[src/rtl/girlanda_pkg.sv]
// Shared types and default timing constants for the garland button path.
package girlanda_pkg;

  localparam int MODE_W = 2;

  // Defaults shared with the garland core so both sides agree on timing.
  localparam int DEFAULT_DEBOUNCE_CYCLES = 16;
  localparam int DEFAULT_LONG_CYCLES     = 100;
  localparam int DEFAULT_REPEAT_CYCLES   = 50;

  typedef enum logic [2:0] {
    IDLE,
    DEB_PRESS,
    PRESSED,
    LONG_HELD,
    DEB_RELEASE
  } btn_state_t;

endpackage

[src/rtl/girlanda_button_ctrl_if.sv]
// Button-side bundle: raw pin in, conditioned level, event pulses and mode out.
interface girlanda_button_ctrl_if;

  logic                              button_raw;
  logic                              button_clean;
  logic                              pressed;
  logic                              press_p;
  logic                              short_p;
  logic                              long_p;
  logic [girlanda_pkg::MODE_W-1:0]   mode;

  modport master (
    output button_raw,
    input  button_clean, pressed, press_p, short_p, long_p, mode
  );

  modport slave (
    input  button_raw,
    output button_clean, pressed, press_p, short_p, long_p, mode
  );

endinterface

[src/rtl/girlanda_sync2.sv]
// Two-flop synchroniser for the asynchronous button pin; resets to the idle level 1.
module girlanda_sync2 (
  input  logic clk,
  input  logic reset,
  input  logic d,
  output logic q
);

  logic meta;

  always_ff @(posedge clk or posedge reset) begin
    if (reset) begin
      meta <= 1'b1;
      q    <= 1'b1;
    end else begin
      meta <= d;
      q    <= meta;
    end
  end

endmodule

[src/rtl/girlanda_button_ctrl.sv]
// Debounces the active-low garland button and classifies presses as short or long.
// Define GIRLANDA_AUTO_REPEAT_EN to make long_p repeat every REPEAT_CYCLES while held.
module girlanda_button_ctrl
  import girlanda_pkg::*;
#(
  parameter int DEBOUNCE_CYCLES = DEFAULT_DEBOUNCE_CYCLES,
  parameter int LONG_CYCLES     = DEFAULT_LONG_CYCLES,
  parameter int REPEAT_CYCLES   = DEFAULT_REPEAT_CYCLES
) (
  input logic                   clk,
  input logic                   reset,
  girlanda_button_ctrl_if.slave btn
);

  localparam int DEB_W  = $clog2(DEBOUNCE_CYCLES + 1);
  localparam int HOLD_W = $clog2(LONG_CYCLES + 1);
  localparam logic [DEB_W-1:0]  DEB_LAST  = DEB_W'(DEBOUNCE_CYCLES);
  localparam logic [HOLD_W-1:0] HOLD_LAST = HOLD_W'(LONG_CYCLES - 1);

  if (DEBOUNCE_CYCLES < 1) begin : g_chk_debounce
    $error("girlanda_button_ctrl: DEBOUNCE_CYCLES must be >= 1");
  end
  if (LONG_CYCLES <= DEBOUNCE_CYCLES) begin : g_chk_long
    $error("girlanda_button_ctrl: LONG_CYCLES must exceed DEBOUNCE_CYCLES");
  end
  if (REPEAT_CYCLES < 1) begin : g_chk_repeat
    $error("girlanda_button_ctrl: REPEAT_CYCLES must be >= 1");
  end

  logic                s;
  btn_state_t          state, state_nxt;
  logic [DEB_W-1:0]    deb_cnt, deb_nxt;
  logic [HOLD_W-1:0]   hold_cnt, hold_nxt;
  logic                was_long, was_long_nxt;
  logic                rep_pulse;
  logic                press_nxt, short_nxt, long_nxt, pressed_nxt;
  logic [MODE_W-1:0]   mode_q, mode_nxt;
  logic                press_q, short_q, long_q, pressed_q, clean_q;

  girlanda_sync2 u_sync (
    .clk   (clk),
    .reset (reset),
    .d     (btn.button_raw),
    .q     (s)
  );

  always_ff @(posedge clk or posedge reset) begin
    if (reset) begin
      state    <= IDLE;
      deb_cnt  <= '0;
      hold_cnt <= '0;
      was_long <= 1'b0;
      mode_q   <= '0;
      press_q  <= 1'b0;
      short_q  <= 1'b0;
      long_q   <= 1'b0;
      pressed_q <= 1'b0;
      clean_q  <= 1'b1;
    end else begin
      state    <= state_nxt;
      deb_cnt  <= deb_nxt;
      hold_cnt <= hold_nxt;
      was_long <= was_long_nxt;
      mode_q   <= mode_nxt;
      press_q  <= press_nxt;
      short_q  <= short_nxt;
      long_q   <= long_nxt;
      pressed_q <= pressed_nxt;
      clean_q  <= ~pressed_nxt;
    end
  end

  // The first sample of a new level is counted on the transition itself, so
  // deb_cnt == DEBOUNCE_CYCLES with the level still held completes the debounce.
  always_comb begin
    state_nxt    = state;
    deb_nxt      = deb_cnt;
    hold_nxt     = hold_cnt;
    was_long_nxt = was_long;
    case (state)
      IDLE: begin
        deb_nxt = '0;
        if (!s) begin
          state_nxt = DEB_PRESS;
          deb_nxt   = DEB_W'(1);
        end
      end
      DEB_PRESS: begin
        if (s) begin
          state_nxt = IDLE;
          deb_nxt   = '0;
        end else if (deb_cnt == DEB_LAST) begin
          state_nxt = PRESSED;
          deb_nxt   = '0;
          hold_nxt  = '0;
        end else begin
          deb_nxt = deb_cnt + 1'b1;
        end
      end
      PRESSED: begin
        hold_nxt = hold_cnt + 1'b1;
        if (hold_cnt == HOLD_LAST) begin
          state_nxt    = LONG_HELD;
          was_long_nxt = 1'b1;
        end else if (s) begin
          state_nxt    = DEB_RELEASE;
          was_long_nxt = 1'b0;
          deb_nxt      = DEB_W'(1);
        end
      end
      LONG_HELD: begin
        if (hold_cnt != '1) hold_nxt = hold_cnt + 1'b1;
        if (s) begin
          state_nxt    = DEB_RELEASE;
          was_long_nxt = 1'b1;
          deb_nxt      = DEB_W'(1);
        end
      end
      DEB_RELEASE: begin
        if (!s) begin
          state_nxt = was_long ? LONG_HELD : PRESSED;
          deb_nxt   = '0;
        end else if (deb_cnt == DEB_LAST) begin
          state_nxt = IDLE;
          deb_nxt   = '0;
        end else begin
          deb_nxt = deb_cnt + 1'b1;
        end
      end
      default: begin
        state_nxt = IDLE;
        deb_nxt   = '0;
      end
    endcase
  end

`ifdef GIRLANDA_AUTO_REPEAT_EN
  localparam int REP_W = $clog2(REPEAT_CYCLES + 1);
  localparam logic [REP_W-1:0] REP_LAST = REP_W'(REPEAT_CYCLES - 1);

  logic [REP_W-1:0] rep_cnt;

  // Phase advances only in LONG_HELD, so a release bounce freezes it in place.
  always_ff @(posedge clk or posedge reset) begin
    if (reset) begin
      rep_cnt <= '0;
    end else if (state == PRESSED) begin
      rep_cnt <= '0;
    end else if (state == LONG_HELD) begin
      rep_cnt <= (rep_cnt == REP_LAST) ? '0 : rep_cnt + 1'b1;
    end
  end

  assign rep_pulse = (state == LONG_HELD) && (rep_cnt == REP_LAST);
`else
  assign rep_pulse = 1'b0;
`endif

  // Pulses are decoded from the transition being taken and registered next edge.
  always_comb begin
    press_nxt   = (state == DEB_PRESS) && (state_nxt == PRESSED);
    short_nxt   = (state == DEB_RELEASE) && (state_nxt == IDLE) && !was_long;
    long_nxt    = ((state == PRESSED) && (state_nxt == LONG_HELD)) || rep_pulse;
    pressed_nxt = (state_nxt == PRESSED) || (state_nxt == LONG_HELD) ||
                  (state_nxt == DEB_RELEASE);
    mode_nxt    = mode_q;
    if (short_nxt || rep_pulse) mode_nxt = mode_q + 1'b1;
  end

  assign btn.button_clean = clean_q;
  assign btn.pressed      = pressed_q;
  assign btn.press_p      = press_q;
  assign btn.short_p      = short_q;
  assign btn.long_p       = long_q;
  assign btn.mode         = mode_q;

endmodule

[src/flat_wrapper.sv]
// flat-port wrapper written by rule: the top's interface ports become plain ports
module girlanda_button_ctrl_flat import girlanda_pkg::*;
#(
  parameter int DEBOUNCE_CYCLES = DEFAULT_DEBOUNCE_CYCLES,
  parameter int LONG_CYCLES     = DEFAULT_LONG_CYCLES,
  parameter int REPEAT_CYCLES   = DEFAULT_REPEAT_CYCLES
)
  (clk, reset, btn_button_raw, btn_button_clean, btn_pressed, btn_press_p, btn_short_p, btn_long_p, btn_mode);
  girlanda_button_ctrl_if btn_i ();
  input logic clk;
  input logic reset;
  input wire logic [$bits(btn_i.button_raw)-1:0] btn_button_raw;
  output wire logic [$bits(btn_i.button_clean)-1:0] btn_button_clean;
  output wire logic [$bits(btn_i.pressed)-1:0] btn_pressed;
  output wire logic [$bits(btn_i.press_p)-1:0] btn_press_p;
  output wire logic [$bits(btn_i.short_p)-1:0] btn_short_p;
  output wire logic [$bits(btn_i.long_p)-1:0] btn_long_p;
  output wire logic [$bits(btn_i.mode)-1:0] btn_mode;
  assign btn_i.button_raw = btn_button_raw;
  assign btn_button_clean = btn_i.button_clean;
  assign btn_pressed = btn_i.pressed;
  assign btn_press_p = btn_i.press_p;
  assign btn_short_p = btn_i.short_p;
  assign btn_long_p = btn_i.long_p;
  assign btn_mode = btn_i.mode;
  girlanda_button_ctrl #(.DEBOUNCE_CYCLES(DEBOUNCE_CYCLES), .LONG_CYCLES(LONG_CYCLES), .REPEAT_CYCLES(REPEAT_CYCLES)) u_core (.clk(clk), .reset(reset), .btn(btn_i));
endmodule
[config.mk]
export PLATFORM = sky130hd
export DESIGN_NAME = girlanda_button_ctrl_flat
export DESIGN_NICKNAME = d
export VERILOG_FILES = /design/src/rtl/girlanda_pkg.sv /design/src/rtl/girlanda_button_ctrl_if.sv /design/src/rtl/girlanda_sync2.sv /design/src/rtl/girlanda_button_ctrl.sv /design/src/flat_wrapper.sv
export SDC_FILE = /design/constraint.sdc
export NUM_CORES = 1
export LEC_CHECK = 0
export CAP_MARGIN = 20
export CORE_MARGIN = 2
export CORE_UTILIZATION = 50
export CTS_BUF_LIST = sky130_fd_sc_hd__clkbuf_4 sky130_fd_sc_hd__clkbuf_8
export DETAILED_ROUTE_END_ITERATION = 12
export PLACE_DENSITY = 0.78
export REMOVE_ABC_BUFFERS = 1
export SLEW_MARGIN = 20
export SYNTH_ARGS = -nofsm -noshare
export SYNTH_HDL_FRONTEND = slang
export SYNTH_SLANG_ARGS = --single-unit
export TNS_END_PERCENT = 30
[constraint.sdc]
create_clock -name clk -period 1.6 [get_ports clk]
set_input_delay 0.4 -clock clk [delete_from_list [all_inputs] [get_ports clk]]
set_output_delay 0.4 -clock clk [all_outputs]
set_load 0.05 [all_outputs]
==> key figures <==
Power and ir drop
  – P_leak: 0.7734 nW
  – Peak VDD IR: 0.0004201 V
  – PwrDens: 567.9 nW/um2
  – Total power: 1.025 mW

Timing
  – Max Clock Freq: 635.8 MHz
  – Hold WS: 366.4 ps
  – Final Skew: 2.746 ps
  – Final setup fails: 0
  – RSZ-0062 raised after global routing: yes
  – Slew margin rel.: 73.94%
  – Min cycle time layout: 1573 ps
  – Final Max Slew Viols: 0
  – Endpoints failing hold: 0
  – Final period utilization: 98.30%
  – Worst-Margin Slew: 390.9 ps

Critical path
  – CP Depth: 7
  – CP dominant cell by count: a22o_1
  – Reg2reg path depth: 7
  – CP endpoint: u_core.deb_cnt[3]
  – Reg2Reg Capture Point: u_core.deb_cnt[3]
  – Crit-path cells: inv_2, ha_4, nor4bb_4, buf_4, a21oi_4, a22o_1, a22o_1
  – Max incr delay on CP: 420 ps
  – Req. time, crit path: 1830 ps
  – CP startpoint: u_core.deb_cnt[1]
  – CP Class: reg -> reg
  – CP Launch Type: flop
  – CP Capture Type: flop
  – CP top delay family: compound AO/OA/AOI/OAI gates
  – Crit-path max FO: 6
  – Worst endpoint data arrival time: 1800 ps
  – Reg2reg setup slack: 30 ps
  – Crit-path slowest cell: dfrtp_1
  – Worst Path Buf+Inv: 2
  – Worst r2r src: u_core.deb_cnt[1]

Logic synthesis
  – Synth unique cells: 51
  – Synth async-reset ratio: 100.0%
  – Syn Inst Count: 135
  – FF+latch count, synth: 25
  – Post-synth EDFFs: 0
  – Syn Area/Cell: 9.917 um2
  – Sequential area share after synthesis: 47.01%
  – Mapped Area: 1339 um2
  – Yosys warning count: 0
  – Most used DFF post-synth: dfrtp_1

Placement
  – Placer Congestion: 0.8994
  – Port Buf Inserts: 9
  – HPWL after DPL: 2.190 mm
  – Dpl cells: 187

Global route
  – GRT Overall Usage: 21.66%
  – Vias in the first global route: 1212
  – Largest net degree at the start of global routing: 26
  – First-pass GRT wire length: 5.382 mm
  – Initial antenna violation count: 0
  – GRT Residual Overflow: 0

Die
  – Die height: 55.75 um
  – Die width: 55.75 um
  – Core area: 2500 um2
  – I/O pin total: 10
  – Num rows: 18
  – Die ar.: 3108 um2
  – Initial Util: 53.55%

Clock tree
  – Worst skew pair latency: 330 ps
  – CTS tree: built
  – Cts bufs inserted: 3
  – # H-tree levels: 1
  – # hold bufs at CTS: 0
  – Clock tree root buffer cell: clkbuf_4
  – Clk slew on worst S/H paths: 130 ps
  – Clk buf depth: 2
  – CTS sink cnt: 25

Flow run
  – Max_cap viols: 0

Routing
  – Via count: 1178
  – Drt wl/cell: 15.76 um
  – Drt via density: 6.010
  – DRC: 0
  – Final wirelength: 3.089 mm
  – Initial drt markers: 55
  – Routed Antenna Nets: 0
  – First drt pass iteration count: 4

Cells and area
  – N_diodes: 0
  – Layout cell share with drive strength beyond 1: 33.73%
  – Final #Nets: 173
  – Fin util: 72.22%
  – Area Growth Syn to Fin: 34.86%
  – Finished Layout Cells: 196

Min path
  – Hold Path Class: reg -> reg

Run status
  – Status: finished, final reports clean
## power by group
| part | switching, mW | total [mW] | internal (mW) |
|---|---|---|---|
| Clock | 0.193 | 0.287 | 0.0940 |
| Combinational | 0.0466 | 0.0893 | 0.0427 |
| Sequential | 0.00756 | 0.649 | 0.641 |
| Total | 0.247 | 1.03 | 0.778 |
## layout make-up
| class | instances | area [um2] |
|---|---|---|
| Sequential cell | 25 | 629.4 |
| Tap cell | 30 | 37.54 |
| Clock buffer | 3 | 22.52 |
| Timing Repair Buffer | 35 | 355.3 |
| Clock inverter | 1 | 5.005 |
| Multi-Input combinational cell | 95 | 729.5 |
| Fill cell | 173 | 694.4 |
| Inverter | 7 | 26.28 |
## cells in the mapped netlist, types with 2 or more instances
library cell	n	area [um2]
a22o_1	5	43.79
dfstp_2	3	78.83
buf_2	4	20.02
inv_1	7	26.28
a21oi_1	8	40.04
a32o_1	2	20.02
dfrtp_1	22	550.5
nand4bb_1	2	22.52
a21oi_2	2	17.52
nand2_1	14	52.55
or3_1	2	12.51
xor2_1	2	17.52
o21ai_0	4	20.02
o21a_1	2	15.01
ha_1	3	37.54
nand3_1	4	20.02
o211ai_1	2	15.01
nand3b_1	2	15.01
a41oi_1	2	17.52
nor2_1	12	45.04
## cells in the final DEF (no fill, tap or decap), types with 2 or more instances in the layout
master / n
a21oi_1: 8
a21oi_4: 2
a22o_1: 5
a32o_1: 2
a41oi_1: 2
buf_12: 7
buf_4: 26
clkbuf_4: 3
clkdlybuf4s50_1: 2
dfrtp_1: 22
dfstp_2: 3
ha_4: 2
inv_1: 5
inv_2: 2
nand2_1: 14
nand3_1: 4
nand3b_1: 2
nor2_1: 12
o211ai_1: 2
o21a_1: 2
o21ai_0: 2
o21ai_1: 2
or3_4: 2
xor2_1: 2
## sequential cells by signal, indices dropped and copies added, names as in the netlist
| signal | cells |
|---|---|
| u_core.btn.long_p | 1 |
| u_core.u_sync.meta | 1 |
| u_core.was_long | 1 |
| u_core.btn.pressed | 1 |
| u_core.btn.press_p | 1 |
| u_core.state | 3 |
| u_core.u_sync.q | 1 |
| u_core.btn.short_p | 1 |
| u_core.btn.mode | 2 |
| u_core.btn.button_clean | 1 |
| u_core.deb_cnt | 5 |
| u_core.hold_cnt | 7 |
## metal layers
layer  vias to the layer above  track usage, %  share of wire [%]
met5                         -               0                  0
met4                         0           9.756                2.0
met3                         9           3.721                3.8
met2                        29           35.88                 51
met1                       590           27.61                 43
li1                        550               -                  -
## kinds of logic after synthesis
kind of cell,Yosys count,synth area share (%)
and+or+nand+nor,48,19.72
AOI/OAI and AO/OA,39,21.68
DFF,25,47.01
buffers and inverters,15,5.233
xor gates and xnor gates,3,1.963
adders and majority gates,3,2.804
muxes,2,1.589
## worst register-to-register path: stages (launching register included)
cell and delay [ps]:
dfrtp_1 420, inv_2 70, ha_4 130, nor4bb_4 180, buf_4 190, a21oi_4 50
a22o_1 190, a22o_1 240
## how the worst min path moves through the flow
| stage | start | end | cells after the start |
|---|---|---|---|
| finish | u_core.u_sync.meta | u_core.u_sync.q | 0 |
| global route | u_core.u_sync.meta | u_core.u_sync.q | 0 |
| CTS | u_core.u_sync.meta | u_core.u_sync.q | 0 |
| detailed placement | u_core.u_sync.meta | u_core.u_sync.q | 0 |
| global placement | u_core.u_sync.meta | u_core.u_sync.q | 0 |
| floorplan | u_core.u_sync.meta | u_core.u_sync.q | 0 |
## metrics by stage
stage / setup TNS, ps / worst slack [ps] / area [um2]
6_report: 0 / 27.19 / 1805
5_1_grt: -386.7 / -61.43 / 1805
4_1_cts: -4.399 / -4.399 / 1715
3_5_place_dp: -352.5 / -93.93 / 1650
3_3_place_gp: -2.941 / -1.572 / 1650
2_1_floorplan: -3445 / -372.3 / 1295
## timing repair
action | in CTS | in global routing
endpoints found under the setup margin | 10 | 13
buffers inserted | 1 | 4
gates resized for setup | 6 | 11
pin swaps | 1 | 10
(Power assumes the default switching activity.)
